===== src/rtl/button_irq_conditioner.sv =====
// Push-button conditioner: synchronize, debounce, press-edge detect, level IRQ with ack/overrun.
// Optional macro BTN_RELEASE_IRQ_EN: the release edge also raises irq.
module button_irq_conditioner #(
    parameter int unsigned CLK_FREQ    = 100_000_000,
    parameter int unsigned DEBOUNCE_MS = 10,
    parameter int unsigned SYNC_STAGES = 2
) (
    input  logic       clk,
    input  logic       ext_rst,
    input  logic       btn_in,
    input  logic       intr_ack,
    output logic       irq,
    output logic       btn_level,
    output logic [7:0] press_count,
    output logic       irq_overrun
);

    localparam int unsigned DEBOUNCE_CYC = CLK_FREQ / 1000 * DEBOUNCE_MS;
    localparam int unsigned CNT_W        = $clog2(DEBOUNCE_CYC + 1);
    localparam logic [CNT_W-1:0] CNT_LAST = CNT_W'(DEBOUNCE_CYC - 1);

    typedef enum logic {
        IDLE    = 1'b0,
        PENDING = 1'b1
    } state_t;

    logic [SYNC_STAGES-1:0] sync_q;
    logic                   btn_s;
    logic [CNT_W-1:0]       db_cnt;
    logic                   level_d;
    logic                   press_evt;
    logic                   fsm_evt;
    state_t                 state_q;
    state_t                 state_d;
    logic                   irq_d;
    logic                   overrun_d;

    // Metastability chain for the asynchronous button
    always_ff @(posedge clk or posedge ext_rst) begin
        if (ext_rst) sync_q <= '0;
        else         sync_q <= {sync_q[SYNC_STAGES-2:0], btn_in};
    end

    assign btn_s = sync_q[SYNC_STAGES-1];

    // Level only changes after btn_s has disagreed for DEBOUNCE_CYC consecutive cycles
    always_ff @(posedge clk or posedge ext_rst) begin
        if (ext_rst) begin
            db_cnt    <= '0;
            btn_level <= 1'b0;
        end else if (btn_s == btn_level) begin
            db_cnt <= '0;
        end else if (db_cnt == CNT_LAST) begin
            db_cnt    <= '0;
            btn_level <= btn_s;
        end else begin
            db_cnt <= db_cnt + CNT_W'(1);
        end
    end

    always_ff @(posedge clk or posedge ext_rst) begin
        if (ext_rst) level_d <= 1'b0;
        else         level_d <= btn_level;
    end

    assign press_evt = btn_level & ~level_d;

`ifdef BTN_RELEASE_IRQ_EN
    logic rel_evt;
    assign rel_evt = ~btn_level & level_d;
    assign fsm_evt = press_evt | rel_evt;
`else
    assign fsm_evt = press_evt;
`endif

    always_ff @(posedge clk or posedge ext_rst) begin
        if (ext_rst)                               press_count <= 8'h00;
        else if (press_evt && press_count != 8'hFF) press_count <= press_count + 8'd1;
    end

    always_ff @(posedge clk or posedge ext_rst) begin
        if (ext_rst) begin
            state_q     <= IDLE;
            irq         <= 1'b0;
            irq_overrun <= 1'b0;
        end else begin
            state_q     <= state_d;
            irq         <= irq_d;
            irq_overrun <= overrun_d;
        end
    end

    // An ack coinciding with a new event keeps the request pending
    always_comb begin
        state_d   = state_q;
        overrun_d = irq_overrun;
        case (state_q)
            IDLE: begin
                if (fsm_evt) state_d = PENDING;
            end
            PENDING: begin
                if (intr_ack && !fsm_evt)      state_d   = IDLE;
                else if (fsm_evt && !intr_ack) overrun_d = 1'b1;
            end
            default: state_d = IDLE;
        endcase
        irq_d = (state_d == PENDING);
    end

endmodule

===== config.mk =====
export PLATFORM = sky130hd
export DESIGN_NAME = button_irq_conditioner
export DESIGN_NICKNAME = d
export VERILOG_FILES = /design/src/rtl/button_irq_conditioner.sv
export SDC_FILE = /design/constraint.sdc
export NUM_CORES = 1
export LEC_CHECK = 0
export CORE_MARGIN = 3
export CORE_UTILIZATION = 50
export CTS_CLUSTER_DIAMETER = 150
export DETAILED_ROUTE_END_ITERATION = 10
export PLACE_DENSITY_LB_ADDON = 0.05
export SLEW_MARGIN = 20
export SYNTH_ARGS = -nofsm -noshare
export SYNTH_HDL_FRONTEND = slang
export SYNTH_SLANG_ARGS = --single-unit

===== constraint.sdc =====
create_clock -name clk -period 5.6 [get_ports clk]
set_clock_uncertainty 0.05 [all_clocks]
set_input_delay 0.56 -clock clk [delete_from_list [all_inputs] [get_ports clk]]
set_output_delay 0.56 -clock clk [all_outputs]
set_load 0.005 [all_outputs]

==> impl_metrics.sql <==
INSERT INTO impl_metrics (metric_group, metric, value, unit) VALUES
('setup_path', 'cell_chain_critical_path', 'ha_1 -> nand3_1 -> o31ai_2 -> buf_4 -> nor2_1', ''),
('setup_path', 'arrival_time_at_the_worst_endpoint', '2.25', 'ns'),
('sta', 'setup-tns-final', '0', 'ns'),
('sta', 'finalHoldViolations', '0', ''),
('pwr', 'power_leakage', '0.8260', 'nW'),
('global_routing', 'grt_usage', '17.15', '%'),
('setup_path', 'r2r-end', 'db_cnt[6]$_DFF_PP0_', ''),
('floorplanning', 'num_io_pins', '15', ''),
('status', 'outcome', 'completed', ''),
('setup_path', 'cp-start-kind', 'flip-flop', ''),
('sta', 'rsz0062_at_grt', 'false', ''),
('clock_tree', 'clock_sinks', '34', ''),
('routing', 'firstDrtPassIters', '5', ''),
('routing', 'post-route-drc-count', '0', ''),
('setup_path', 'critPathSlowestCell', 'sky130_fd_sc_hd__o31ai_2', ''),
('pwr', 'max-vdd-ir-drop', '131.5', 'uV'),
('final_layout', 'final_net_count', '179', ''),
('clock_tree', 'worst_skew_pair.late_latency', '0.33', 'ns'),
('routing', 'routed-via-count', '1184', ''),
('place', 'place.gp.congestion', '0.8325', ''),
('floorplanning', 'die_width', '62.51', 'um'),
('clock_tree', 'tritoncts', 'yes', ''),
('worst_hold_path', 'hold-path-endpoint', 'sync_q[1]$_DFF_PP0_', ''),
('sta', 'timing_worst_slew_pin_value', '0.7045', 'ns'),
('sta', 'finish_stage_setup_viols', '0', ''),
('synthesis', 'ys_seq_elements', '34', ''),
('place', 'detailedPlacementHpwl', '2128', 'um'),
('final_layout', 'combined_area_of_the_multi_input_logic_cells', '713.2', 'um^2'),
('clock_tree', 'clk_pin_slew_worst_paths', '0.10', 'ns'),
('sta', 'slew_limit_headroom', '52.60', '%'),
('clock_tree', 'cts.repair_timing.setup_buffer_count', '0', ''),
('setup_path', 'path_max_fanout', '11', ''),
('global_routing', 'grt_antenna_before_repair', '0', ''),
('floorplanning', 'placement_rows', '19', ''),
('sta', 'max_freq', '480.3', 'MHz'),
('sta', 'layout_worst_path_cycle_share', '37.18', '%'),
('clock_tree', 'cts-resized-gates', '0', ''),
('place', 'port-buffer-count', '14', ''),
('synthesis', 'synth_seq_area_share', '53.29', '%'),
('flow_run', 'count_of_max_cap_constraint_violations', '0', ''),
('sta', 'fin_crit', '2.082', 'ns'),
('setup_path', 'r2r.worst_path.cells', '5', ''),
('final_layout', 'area.sequential', '850.8', 'um^2'),
('setup_path', 'timing.critical_path.to_type', 'flip-flop', ''),
('routing', 'initialDrtViolationCount', '98', ''),
('sta', 'final_worst_setup_slack', '3.518', 'ns'),
('clock_tree', 'numCtsBuffers', '5', ''),
('clock_tree', 'number_of_levels_the_h_tree_was_split_into', '2', ''),
('global_routing', 'via_count_of_the_first_global_routing_pass', '1144', ''),
('worst_hold_path', 'hold-path-cell-count', '0', ''),
('setup_path', 'req_time_crit_path', '5.77', 'ns'),
('final_layout', 'final_util', '64.93', '%'),
('pwr', 'power_per_cell_area', '237.7', 'mW/mm^2'),
('global_routing', 'wire_length_of_the_first_global_routing_pass', '5416', 'um'),
('worst_hold_path', 'hold_path_startpoint', 'sync_q[0]$_DFF_PP0_', ''),
('routing', 'routed_wl', '2951', 'um'),
('synthesis', 'synth_fp_nets', '158', ''),
('floorplanning', 'fp.coreArea', '0.002900', 'mm^2'),
('setup_path', 'r2r-start', 'db_cnt[0]$_DFF_PP0_', ''),
('routing', 'route.antenna.remaining_nets', '0', ''),
('final_layout', 'insertedDiodeCount', '0', ''),
('global_routing', 'global_route.overflow_total', '0', ''),
('final_layout', 'layout-area-overhead-vs-synth', '17.95', '%'),
('clock_tree', 'root_buffer', 'sky130_fd_sc_hd__clkbuf_4', ''),
('synthesis', 'synth_warn', '0', ''),
('global_routing', 'grt_max_degree', '35', ''),
('synthesis', 'post_synth_instance_area', '0.001597', 'mm^2'),
('setup_path', 'worstSetupPathType', 'reg -> reg', ''),
('place', 'post-place-ws', '3.549', 'ns'),
('sta', 'timing.final.max_slew_violations', '0', ''),
('routing', 'post_drt_wl_per_cell', '13.73', 'um');
cell usage after synthesis (all sizes together):
cell type	count	area [um^2]
a21o	1	7.510
a21oi	5	28.78
a31o	3	26.28
a31oi	1	6.260
and3	2	12.51
and4	2	17.52
clkbuf	2	7.510
dfrtp	34	850.8
ha	2	25.02
inv	8	30.03
mux2	3	33.78
nand2	7	26.28
nand3	14	70.07
nand4	8	80.08
nor2	19	71.32
nor2b	1	6.260
nor3	7	35.03
nor4	4	25.02
nor4b	1	8.760
o21ai	3	15.01
o31ai	1	7.510
or3	3	18.77
or4	1	11.26
xnor2	10	87.58
xor2	10	87.58
how the worst max path moves through the flow:
stage | startpoint | end | slack, ns | depth (start not counted)
floorplan | db_cnt[7]$_DFF_PP0_ | db_cnt[19]$_DFF_PP0_ | 3.85 | 4
finish | db_cnt[0]$_DFF_PP0_ | db_cnt[6]$_DFF_PP0_ | 3.52 | 5
global placement | db_cnt[0]$_DFF_PP0_ | db_cnt[9]$_DFF_PP0_ | 3.58 | 5
global route | db_cnt[0]$_DFF_PP0_ | db_cnt[14]$_DFF_PP0_ | 3.29 | 5
CTS | db_cnt[0]$_DFF_PP0_ | db_cnt[14]$_DFF_PP0_ | 3.53 | 5
detailed placement | db_cnt[0]$_DFF_PP0_ | db_cnt[6]$_DFF_PP0_ | 3.55 | 5
stage by stage:
stage	power (mW)	std cells	area, um^2	hold slack (ns)
final	0.4476	215	1883	0.3183
after global routing	0.4676	215	1883	0.3285
after CTS	0.4552	215	1883	0.3219
after detailed placement	0.2704	208	1802	0.2880
after global placement	0.2701	208	1802	0.2997
after floorplan	0.2642	152	1597	0.2812
kinds of logic (layout without fill, tap and decap cells):
| group | Yosys count | after routing | synth area share [%] |
|---|---|---|---|
| XOR/XNOR | 20 | 20 | 10.97 |
| multiplexers | 3 | 3 | 2.116 |
| AND/OR/NAND/NOR | 69 | 69 | 23.98 |
| flip-flops | 34 | 34 | 53.29 |
| adder cells (fa/ha/maj) | 2 | 2 | 1.567 |
| AO/OA/AOI/OAI | 14 | 14 | 5.722 |
| buffers and inverters | 10 | 31 | 2.351 |
cells in the final DEF (no fill, tap or decap), drive strengths merged:
cell type / count
nand4: 8
xnor2: 10
buf: 2
a21oi: 5
a31o: 3
and3: 2
or3: 3
nor2b: 1
bufinv: 1
nor3: 7
a31oi: 1
nor4b: 1
clkdlybuf4s50: 14
xor2: 10
nand3: 14
nor2: 19
o21ai: 3
nand2: 7
mux2: 3
or4: 1
inv: 8
dfrtp: 34
nor4: 4
clkbuf: 6
o31ai: 1
a21o: 1
ha: 2
and4: 2
where the power goes:
part	switching, mW	total [mW]	internal [mW]
clock	0.0784	0.182	0.104
sequential	0.00308	0.251	0.248
combinational	0.00955	0.0145	0.00494
cell type report:
| cell class | instances | area share (%) |
|---|---|---|
| clock inverters | 1 | 1.595 |
| well taps | 42 | 2.791 |
| multi-input cells | 108 | 37.87 |
| repair buffers | 16 | 8.239 |
| flip-flops and latches | 34 | 45.18 |
| clock buffers | 6 | 2.724 |
| inverters | 8 | 1.595 |
sequential cells by signal (all words and copies together), names as in the netlist:
signal,flops
db_cnt,20
press_count,8
sync_q,2
btn_level,1
irq_overrun,1
level_d,1
state_q,1
layer usage:
metal / share of wire, % / vias up / global-route usage, %
met4: 0 / 0 / 5.234
met5: 0 / - / 0
met3: 5.3 / 0 / 6.475
met1: 50 / 575 / 24.01
li1: - / 578 / -
met2: 45 / 31 / 24.63
worst max-delay path, delay by kind of cell (launching register included):
kind                     cells  cell delay, ns
AO/OA/AOI/OAI                1            0.63
buffers and inverters        1            0.31
adder cells (fa/ha/maj)      1            0.29
AND/OR/NAND/NOR              2            0.26
flip-flops                   1            0.44
No activity file was read; power rests on OpenSTA's default activity.
